**src/rtl/multicycle_sequencer.sv**
```systemverilog
// Stage sequencer for the multi-cycle datapath: IF/ID/EXE/MEM/WB with stage skipping,
// memory wait states, halt and counters. Define MEM_TIMEOUT_EN to add the mem_err timeout.
module multicycle_sequencer #(
    parameter int CNT_W   = 32
`ifdef MEM_TIMEOUT_EN
    ,
    parameter int TIMEOUT = 16
`endif
) (
    input  logic             clk,
    input  logic             reset,
    input  logic             enable,
    input  logic             is_mem,
    input  logic             is_wb,
    input  logic             mem_ready,
    input  logic             halt_req,
    output logic             en_if,
    output logic             en_id,
    output logic             en_exe,
    output logic             en_mem,
    output logic             en_wb,
    output logic             busy,
    output logic             halted,
    output logic             stall,
    output logic [CNT_W-1:0] retired,
    output logic [CNT_W-1:0] cycles
`ifdef MEM_TIMEOUT_EN
    ,
    output logic             mem_err
`endif
);

    typedef enum logic [2:0] {
        S_IDLE,
        S_IF,
        S_ID,
        S_EXE,
        S_MEM,
        S_WB,
        S_HALT
    } state_t;

    state_t state;
    state_t state_next;
    logic   end_instr;

`ifdef MEM_TIMEOUT_EN
    localparam int WAIT_W = $clog2(TIMEOUT + 1);

    logic [WAIT_W-1:0] wait_cnt;
    logic              timeout_hit;

    // The TIMEOUT-th consecutive not-ready MEM cycle aborts the instruction.
    assign timeout_hit = (state == S_MEM) && !mem_ready && (wait_cnt == WAIT_W'(TIMEOUT - 1));
`endif

    always_ff @(posedge clk or negedge reset) begin
        if (!reset) begin
            state <= S_IDLE;
        end else begin
            state <= state_next;
        end
    end

    always_comb begin
        state_next = state;
        end_instr  = 1'b0;
        case (state)
            S_IDLE: if (enable) state_next = S_IF;
            S_IF:   state_next = S_ID;
            S_ID:   state_next = S_EXE;
            S_EXE: begin
                if (is_mem)     state_next = S_MEM;
                else if (is_wb) state_next = S_WB;
                else            end_instr  = 1'b1;
            end
            S_MEM: begin
                if (mem_ready) begin
                    if (is_wb) state_next = S_WB;
                    else       end_instr  = 1'b1;
                end
            end
            S_WB:   end_instr = 1'b1;
            S_HALT: state_next = S_HALT;
            default: state_next = S_IDLE;
        endcase
        // Instruction boundary: halt takes priority over continuing to run.
        if (end_instr) begin
            if (halt_req)    state_next = S_HALT;
            else if (enable) state_next = S_IF;
            else             state_next = S_IDLE;
        end
`ifdef MEM_TIMEOUT_EN
        if (timeout_hit) state_next = S_HALT;
`endif
    end

    assign en_if  = (state == S_IF);
    assign en_id  = (state == S_ID);
    assign en_exe = (state == S_EXE);
    assign en_mem = (state == S_MEM);
    assign en_wb  = (state == S_WB);
    assign busy   = (state != S_IDLE) && (state != S_HALT);
    assign halted = (state == S_HALT);
    assign stall  = (state == S_MEM) && !mem_ready;

    always_ff @(posedge clk or negedge reset) begin
        if (!reset) begin
            retired <= '0;
            cycles  <= '0;
        end else begin
            if (end_instr) retired <= retired + CNT_W'(1);
            if (busy)      cycles  <= cycles + CNT_W'(1);
        end
    end

`ifdef MEM_TIMEOUT_EN
    // MEM is never re-entered directly from MEM, so clearing outside MEM covers every entry.
    always_ff @(posedge clk or negedge reset) begin
        if (!reset) begin
            wait_cnt <= '0;
            mem_err  <= 1'b0;
        end else begin
            if (state != S_MEM)  wait_cnt <= '0;
            else if (!mem_ready) wait_cnt <= wait_cnt + WAIT_W'(1);
            if (timeout_hit) mem_err <= 1'b1;
        end
    end
`endif

endmodule

```
**config.mk**
```make
export PLATFORM = sky130hd
export DESIGN_NAME = multicycle_sequencer
export DESIGN_NICKNAME = d
export VERILOG_FILES = /design/src/rtl/multicycle_sequencer.sv
export SDC_FILE = /design/constraint.sdc
export NUM_CORES = 1
export LEC_CHECK = 0
export CAP_MARGIN = 5
export CORE_UTILIZATION = 30
export CTS_CLUSTER_SIZE = 40
export DETAILED_ROUTE_END_ITERATION = 16
export PLACE_DENSITY_LB_ADDON = 0.15
export REMOVE_ABC_BUFFERS = 1
export SYNTH_ARGS = -nofsm -noshare
export SYNTH_HDL_FRONTEND = slang
export SYNTH_SLANG_ARGS = --single-unit
```
**constraint.sdc**
```tcl
create_clock -name clk -period 2.1 [get_ports clk]
set_clock_uncertainty 0.1 [all_clocks]
set_input_delay 0.42 -clock clk [delete_from_list [all_inputs] [get_ports clk]]
set_output_delay 0.42 -clock clk [all_outputs]
set_load 0.05 [all_outputs]
```
-- Yosys cells after proc, flatten, opt, wreduce, memory -nomap -nowiden
Index checks and enable logic that the tools add are counted.
- $add $sub $neg: 2
- reduce and logical (&&, ||, !) cells: 6
- mux-type cells: 12
- equal/unequal tests: 10
- operators with widths (kind ; number):
    adder 32 x 1 -> 32 bit, second input constant ; 2
    case mux 3 bit (7 select lines) ; 1
    two-way mux 3 bit ; 6
    equality test 3 bit, second input constant ; 3
    equality test 3 x 2 -> 1 bit, second input constant ; 2
    != test 3 bit, second input constant ; 2
    two-way mux 1 bit ; 4
    equality test 3 x 1 -> 1 bit, second input constant ; 1
    logical NOT 3 bit ; 1
    != test 3 x 2 -> 1 bit, second input constant ; 1
    case mux 1 bit (3 select lines) ; 1
    AND reduction 3 bit ; 1
    nonzero test 3 bit ; 1
    logical AND 1 bit ; 2
    != test 2 x 1 -> 1 bit, second input constant ; 1
    logical NOT 1 bit ; 1
- bits in registers: 67
- logic and storage cells: 33
- bits of input ports: 7
- output and inout port bits: 72

-- Depth between registers and ports, before layout
Gate-level depths: netlist of run 1.
- word-level depth: 5
- mapped depth: 7
- depth with buffers taken out: 5

-- Worst setup path after synthesis of run 1
No wires, ideal clock.
- path type: register to output
- from: register state[1]
- to: output port stall
- required time: 1580 ps
- path slack: -170 ps
- cell stages (with the launch flop): 4
- arrival time: 1750 ps
- buffers on the path: 1
- cell sequence: dfrtp_1 buf_6 nand2b_2 nor3_1
- longest elaborated chain between the ends: 2
- ends and longest elaborated chain (element ; line ; source):
    from (decl) ; 43 ; state_t state;
    from (signal assigned) ; 61 ; state <= state_next;
    equality test 3 bit ; 105 ; assign stall = (state == S_MEM) && !mem_ready;
    logical AND 1 bit ; 105 ;
    to (decl) ; 24 ; output logic stall,
No other way between the ends.

-- Worst setup path after layout of run 1
- from: register retired[31]
- to: output port retired[31]
- RTL lines (element ; line ; source):
    from (decl) ; 25 ; output logic [CNT_W-1:0] retired,
    from (signal assigned) ; 112 ; if (end_instr) retired <= retired + CNT_W'(1);
No word-level cell between the ends.

==> results of run 1 <==
[per-stage QoR]
step                      setup TNS, ns  power, W  hold slack [ns]  cell area (sq um)
after floorplan                  -0.237   0.00282           0.0244               3190
after global placement           -0.165   0.00361            0.363               4270
after detailed placement         -0.489   0.00362            0.371               4270
after CTS                             0   0.00470          0.00132               4460
after global routing                  0   0.00486          0.00746               4480
final                                 0   0.00465          -0.0143               4480
[per-layer routing]
layer / wire length, um / track usage (%) / vias to the layer above
met5: 0 / 0 / -
met4: 99 / 6.25 / 0
met3: 287 / 3.13 / 7
met2: 3330 / 20.2 / 57
met1: 3730 / 19.8 / 1198
li1: - / - / 1254
[power by group through the flow]
| stage | Combinational [W] | Sequential, W | Clock [W] |
|---|---|---|---|
| 5_1_grt | 0.00203 | 0.00169 | 0.00114 |
| 4_1_cts | 0.00194 | 0.00166 | 0.00110 |
| 2_1_floorplan | 0.000757 | 0.00206 | 0 |
| 6_report | 0.00192 | 0.00166 | 0.00107 |
| 3_3_place_gp | 0.00193 | 0.00168 | 0 |
| 3_5_place_dp | 0.00194 | 0.00168 | 0 |
[state kept, by name (all words and copies together), names as in the netlist]
register  flops
retired      32
state         3
cycles       32
[cell families after synthesis]
family	after synthesis
AO/OA/AOI/OAI	12
flip-flops	67
XOR/XNOR	64
AND/OR/NAND/NOR	138
adder cells (fa/ha/maj)	2
multiplexers	3
buffers and inverters	17
[layout make-up]
class	instances	area [sq um]	area share (%)
inverters	7	26.3	0.587
clock buffers	9	124	2.77
well taps	136	170	3.80
flip-flops and latches	67	1680	37.5
clock inverters	7	68.8	1.54
multi-input cells	219	1490	33.3
repair buffers	99	917	20.5
[worst max path at each step]
stage / slack, ns / startpoint / depth (start not counted) / to
after global routing: 0.008 / cycles[13]$_DFFE_PN0P_ / 1 / cycles[13]
after CTS: 0.002 / cycles[4]$_DFFE_PN0P_ / 1 / cycles[4]
after floorplan: -0.16 / state[1]$_DFFE_PN0P_ / 2 / stall
final: 0.04 / retired[31]$_DFFE_PN0P_ / 1 / retired[31]
after detailed placement: -0.13 / is_wb / 6 / retired[18]$_DFFE_PN0P_
after global placement: -0.05 / is_wb / 6 / retired[16]$_DFFE_PN0P_
[cell usage in the layout, fill, tap and decap left out, types with 2 or more instances in the layout]
cell / instances
nand3_1: 26
clkinvlp_4: 2
xor2_1: 31
clkinv_2: 3
a21oi_1: 2
dlymetal6s2s_1: 7
buf_12: 9
inv_1: 7
nand4_1: 18
nor2_1: 25
clkdlybuf4s50_1: 7
mux2_2: 3
and3_1: 15
dfrtp_1: 65
o2111ai_1: 2
dlygate4sd2_1: 9
nand2_1: 20
and4_1: 5
clkbuf_8: 9
ha_1: 2
dfrtp_2: 2
nor3_1: 7
and2_1: 3
nor4_2: 2
nor4_1: 4
xnor2_1: 33
o21ai_0: 2
nor3_2: 2
buf_4: 66
nand2b_1: 2
[timing repair]
| item | in CTS | in global routing |
|---|---|---|
| pin swaps | 0 | 0 |
| setup endpoints to repair | 12 | 7 |
| gates resized for setup | 12 | 7 |
==> results.cfg, run 1 <==
[logic_synthesis]
syn_inst = 303
synthesis.area_sq_mm = 0.00326
synth-seq-cells = 67
synth_top_family_by_area = simple AND/OR/NAND/NOR gates
synth_compound_area_share_pct = 3.04
netlist-cell-type-count = 39
yosysTopAreaCell = dfrtp_1
synth_mux_area_share_pct = 1.04
ys_seq_area_share_pct = 51.5
synth_edf_count = 0
synth_area_leaders = dfrtp_1, xnor2_1, xor2_1
synthArstFlopShare_pct = 100
synth_ff_type = dfrtp_1
synth_top_area_share_pct = 51.5
synth-adder-area-share_pct = 0.769
synth_xor_area_share_pct = 17.2
synth-simple-area-share_pct = 23.6
ys_top_cells_by_count = dfrtp_1, xnor2_1, xor2_1
yosysMostFrequentCell = dfrtp_1
synth-warning-count = 0
avgSynthCellArea_sq_um = 10.7

[floorplan]
chipHeight_um = 106
floorplan.initialDensity_pct = 31.3
pin_count = 79
die_w_um = 106
rows = 37
die-area_sq_mm = 0.0113
core_sq_mm = 0.0104

[power_and_ir_drop]
clkPwrFrac_pct = 23.1
p_per_area_mw_per_mm2 = 1040
leakage_nw = 2.28
p_sw_w = 0.00190
seq_power_share_pct = 35.7
power_report.internal_total_w = 0.00275
vdd_drop_max_mv = 1.13
p_comb_share_pct = 41.2
sw_frac_of_total_pct = 40.9

[finish]
antenna_cells = 0
nets = 412
fin_util_pct = 43.0
area_delta_synth_final_pct = 37.5
fillers = 1048
drive_above_1_share_pct = 27.0
instances_no_fill = 544

[setup_path]
cpMaxStageDelayCell = clkdlybuf4s50_1
cp_slowest_stage_delay_ns = 0.82
rrSetupSlack_ns = 0.23
arrival_ns = 1.54
critPathMaxFanout = 2
crit_path_cell_trace = clkdlybuf4s50_1
path_buf_inv = 1
crit_required_ns = 1.58
cpLargestDelayFamily = buffers and inverters
endpoint_kind = output pin
crit_path_start_kind = flop
r2r_end = cycles[17]$_DFFE_PN0P_
path_class = reg2out
r2r_start = state[2]$_DFFE_PN0P_
rr_worst_depth = 5

[route]
wl_per_cell_um = 13.7
drc = 0
drt_iter0_markers = 50
drt-total-wl_mm = 7.45
dr.pass1.iters = 6
vias = 2516
drtAntennaViolNets = 0
viasPerCell = 4.63

[place]
place_ws_ns = -0.130
io_buffers = 78
placed_cells = 528
gp_congestion = 0.786
place_hpwl_mm = 5.34

[timing]
finalCritPeriodShare_pct = 98.3
setup_viol = 0
tightestPinTransition_ns = 0.502
setup_ws_ns = 0.0354
grt_setup_unrepaired = no
period_minus_slack_ns = 2.06
clock.fmax_ghz = 0.484
slew_headroom_pct = 66.5
whs_ns = -0.0143
hold_viol = 18
slew_violations = 0

[run]
maxCapViolations = 0

[clocking]
cts-root-buf = clkbuf_8
cts_made_buffers = 9
clk_pin_slew_ns = 0.08
clk_path_buf_depth = 2
cts_max_level = 3
post_cts_buffers = 0
cts.sinks = 67
cts_hold_buffers = 0
cts_tree = done
clock_latency_ns = 0.34

[global_route]
track_usage_pct = 14.0
grt_max_degree = 68
grt_pass1_vias = 2507
grt_first_pass_wirelength_mm = 12.4
antenna_found_initial = 0
grt_overflow = 0

[min_path]
hp-class = in2async

[run_status]
failed_checks = hold timing
status = finished with violations
No activity file was read; power rests on OpenSTA's default activity.
==> run 2, diff against run 1 <==
- clock period: 2.1 -> 2 ns (I/O delays scaled with it)
==> run 2 against run 1 <==
Effect of this change: the run now ends clean; die area unchanged; via count grew 3.1%; combinational power increased by 11%; largest cell class unchanged; highest routed layer unchanged; core utilization up 0.96 points; clock power grew 9%; sequential power up 3%; register-to-register slack lost 0.07 ns.
==> results.cfg, run 2 (synthesis results as in run 1) <==
[place]
gp_congestion = 0.782
io_buffers = 78
placed_cells = 539
place_hpwl_mm = 5.39

[global_route]
track_usage_pct = 14.5
grt_pass1_vias = 2570
grt_first_pass_wirelength_mm = 12.7
grt_max_degree = 68
antenna_found_initial = 0
grt_overflow = 0

[route]
drtAntennaViolNets = 0
dr.max_layer_used = met4
vias = 2595
met3_length_um = 381
drc = 0
wl_met1_mm = 3.58
drt_iter0_markers = 81
met2_length_mm = 3.47
viasPerCell = 4.67
wl_per_cell_um = 13.5
dr.pass1.iters = 4
drt-total-wl_mm = 7.52

[power_and_ir_drop]
leakage_nw = 2.24
vdd_drop_max_mv = 1.07
p_per_area_mw_per_mm2 = 1100

[clocking]
cts_max_level = 3
clk_path_buf_depth = 2
cts-root-buf = clkbuf_8
cts_made_buffers = 9
cts_tree = done
cts.sinks = 67
clock_latency_ns = 0.34
clk_pin_slew_ns = 0.07

[finish]
final_cell_mix = buf_4, dfrtp_1, xnor2_1, xor2_1, nand3_1
largest_registers = cycles: 32 flops, retired: 32 flops, state: 3 flops
antenna_cells = 0
drive_above_1_share_pct = 34.3
nets = 426
mostFrequentLayoutCell = buf_4
area_delta_synth_final_pct = 40.5
instances_no_fill = 556
fillers = 1025

[setup_path]
crit_required_ns = 1.50
cp_slowest_stage_delay_ns = 0.46
endpoint_kind = output pin
arrival_ns = 1.44
path_buf_inv = 1
crit_path_cell_trace = xor2_1 > or2_4 > buf_12
critPathMaxFanout = 7
crit_path_start_kind = flop
cpLargestDelayFamily = flip-flops
cp.depth = 3
rr_worst_depth = 5
cpMaxStageDelayCell = dfrtp_2
path_class = reg2out

[timing]
clock.fmax_ghz = 0.516
hold_viol = 0
finalCritPeriodShare_pct = 96.9
grt_setup_unrepaired = no
finalSetupTns_ns = 0
slew_headroom_pct = 69.3
period_minus_slack_ns = 1.94
whs_ns = 0.372
tightestPinTransition_ns = 0.460
setup_viol = 0
slew_violations = 0

[run]
maxCapViolations = 0

[floorplan]
rows = 37
chipHeight_um = 106
floorplan.initialDensity_pct = 31.3
core_sq_mm = 0.0104
die-area_sq_mm = 0.0113
die_w_um = 106
pin_count = 79

[min_path]
hp-class = reg2reg
holdPathStages = 1

[run_status]
status = complete, no violations
## run 2: routing by layer
layer	track usage, %	up-vias
li1	-	1284
met1	19.6	1244
met2	22.0	62
met3	4.17	5
met4	5.06	0
met5	0	-
## run 2: area by class of cell
type                       instances  area, sq um  share of cell area [%]
tap                              136          170                    3.72
clock buffer                      12          165                    3.61
multi-input combinational        219         1510                    33.1
timing repair buffer             113          986                    21.5
inverter                           7         26.3                   0.574
sequential                        67         1680                    36.7
clock inverter                     2         35.0                   0.766
## run 2: worst paths after layout
path / slack [ns] / to / from
max: 0.06 / busy / state[2]$_DFFE_PN0P_
min: 0.37 / cycles[31]$_DFFE_PN0P_ / cycles[31]$_DFFE_PN0P_
max reg2reg: 0.16 / retired[16]$_DFFE_PN0P_ / retired[3]$_DFFE_PN0P_
min reg2reg: 0.37 / cycles[31]$_DFFE_PN0P_ / cycles[31]$_DFFE_PN0P_
max in group asynchronous: 0.99 / state[2]$_DFFE_PN0P_ / reset
min in group asynchronous: 0.50 / cycles[10]$_DFFE_PN0P_ / reset
## run 2: power breakdown
part	internal, W	switching [W]
Clock	0.000663	0.000506
Sequential	0.00152	0.000191
Combinational	0.000855	0.00128
Total	0.00304	0.00198
## run 2: timing repair
action	CTS	global route
setup buffers	1	1
hold buffers	1	0
resized for setup	5	3
setup endpoints to repair	3	4
endpoints found under the hold margin	67	0
## run 2: per-stage QoR
stage          setup slack (ns)  cell area [sq um]  total power (W)  utilization, %
3_3_place_gp             -0.133               4320          0.00380            41.5
6_report                 0.0629               4580          0.00502            43.9
4_1_cts                 0.00503               4550          0.00506            43.7
2_1_floorplan            -0.237               3190          0.00296               -
5_1_grt                  0.0231               4580          0.00527            43.9
3_5_place_dp             -0.168               4320          0.00381            41.5
==> run 3, diff against run 2 <==
- CORE_ASPECT_RATIO: default -> 1.25
==> run 3 against run 2 <==
Effect of this change: sequential share of layout area shrank 0.59 points; largest power group unchanged; count of clock-buffer cells in the layout grew 2; power grew 9.1%; combinational power is essentially flat; register-to-register slack is essentially flat; wire length grew 0.85%; worst hold slack gained 0.00070 ns; sequential power is essentially flat; final cell count shrank 0.90%; largest cell class unchanged; core utilization is essentially flat.
==> results.cfg, run 3 (synthesis results as in run 1) <==
[setup_path]
critPathMaxFanout = 7
path_class = reg2out
crit_required_ns = 1.50
r2r_end = cycles[17]$_DFFE_PN0P_
crit_path_start_kind = flop
rrSetupSlack_ns = 0.17
arrival_ns = 1.41
endpoint_kind = output pin
r2r_start = state[2]$_DFFE_PN0P_
rr_worst_depth = 6

[finish]
area_delta_synth_final_pct = 42.6
antenna_cells = 0
fin_util_pct = 44.0
nets = 424
mostFrequentLayoutCell = buf_4
final_cell_mix = buf_4, dfrtp_1, xnor2_1, xor2_1, nand3_1
largest_registers = cycles: 32 flops, retired: 32 flops, state: 3 flops
drive_above_1_share_pct = 32.7

[route]
drc = 0
wl_per_cell_um = 13.8
dr.pass1.iters = 5
drtAntennaViolNets = 0
drt_iter0_markers = 90
vias = 2614
drt-total-wl_mm = 7.58
viasPerCell = 4.74

[run_status]
status = complete, no violations

[clocking]
clock_latency_ns = 0.33
cts_made_buffers = 9
clk_path_buf_depth = 2
clk_pin_slew_ns = 0.05
cts.sinks = 67
cts-root-buf = clkbuf_16
cts_tree = done
cts_max_level = 3

[global_route]
grt_max_degree = 68
grt_overflow = 0
antenna_found_initial = 0
grt_first_pass_wirelength_mm = 12.7
grt_pass1_vias = 2631
track_usage_pct = 14.7

[timing]
tightestPinTransition_ns = 0.480
finalCritPeriodShare_pct = 95.3
setup_viol = 0
whs_ns = 0.372
slew_violations = 0
clock.fmax_ghz = 0.525
hold_viol = 0
grt_setup_unrepaired = no
finalSetupTns_ns = 0
slew_headroom_pct = 68.2
period_minus_slack_ns = 1.91

[power_and_ir_drop]
leakage_nw = 2.28
p_per_area_mw_per_mm2 = 1180
vdd_drop_max_mv = 0.995
total_power_w = 0.00547

[min_path]
holdPathStages = 1
holdPathEnd = cycles[31]$_DFFE_PN0P_
hold_start = cycles[31]$_DFFE_PN0P_
hp-class = reg2reg

[place]
place_hpwl_mm = 5.59
io_buffers = 78
gp_congestion = 0.752

[floorplan]
die-area_sq_mm = 0.0113
core_sq_mm = 0.0106
floorplan.initialDensity_pct = 30.8
chipHeight_um = 118
pin_count = 79
die_w_um = 95.2
rows = 42

[run]
maxCapViolations = 0
-- run 3: changes by cell type in the layout (fill, tap and decap cells not counted), sizes merged --
cell,change
buf,-3
dlygate4sd2,+1
clkinv,-1
clkbuf,+2
-- run 3: what timing repair did --
action,CTS,global route
hold endpoints to repair,6,0
gates resized for setup,4,1
gates cloned,0,0
endpoints found under the setup margin,3,2
setup buffers,0,0
hold buffers,1,0
-- run 3: stage by stage --
step	setup slack, ns	instances	instance area, sq um
2_1_floorplan	-0.237	293	3190
3_3_place_gp	-0.158	535	4310
3_5_place_dp	-0.161	535	4310
4_1_cts	0.0194	551	4640
5_1_grt	0.0229	551	4640
6_report	0.0947	551	4640
-- run 3: worst max path at each step --
stage                    startpoint                       to  slack, ns
3_3_place_gp                  is_wb  retired[18]$_DFFE_PN0P_      -0.16
3_5_place_dp                  is_wb  retired[18]$_DFFE_PN0P_      -0.16
5_1_grt                       is_wb  retired[20]$_DFFE_PN0P_       0.02
4_1_cts        state[0]$_DFFE_PN0P_                   en_exe       0.02
6_report       state[2]$_DFFE_PN0P_                     busy       0.09
2_1_floorplan  state[1]$_DFFE_PN0P_                    stall      -0.24
-- run 3: metal layers --
layer / track usage [%] / up-vias / routed length (um)
met5: 0 / - / 0
met3: 3.80 / 11 / 336
li1: - / 1277 / -
met1: 17.7 / 1261 / 3310
met2: 24.5 / 65 / 3820
met4: 6.06 / 0 / 119
-- run 3: area by class of cell --
type	count	area, sq um
Fill cell	1024	5920
Sequential cell	67	1680
Multi-Input combinational cell	219	1500
Timing Repair Buffer	111	960
Clock buffer	14	284
Tap cell	132	165
Clock inverter	1	30.0
Inverter	7	26.3
-- run 3: where the power goes --
part / internal, W / switching [W]
Sequential: 0.00152 / 0.000182
Clock: 0.00109 / 0.000549
Combinational: 0.000848 / 0.00128
-- run 3: critical path: stages, from the launching register on --
cell     delay [ns]
dfrtp_1        0.44
xor2_1         0.20
or2_4          0.28
buf_12         0.16
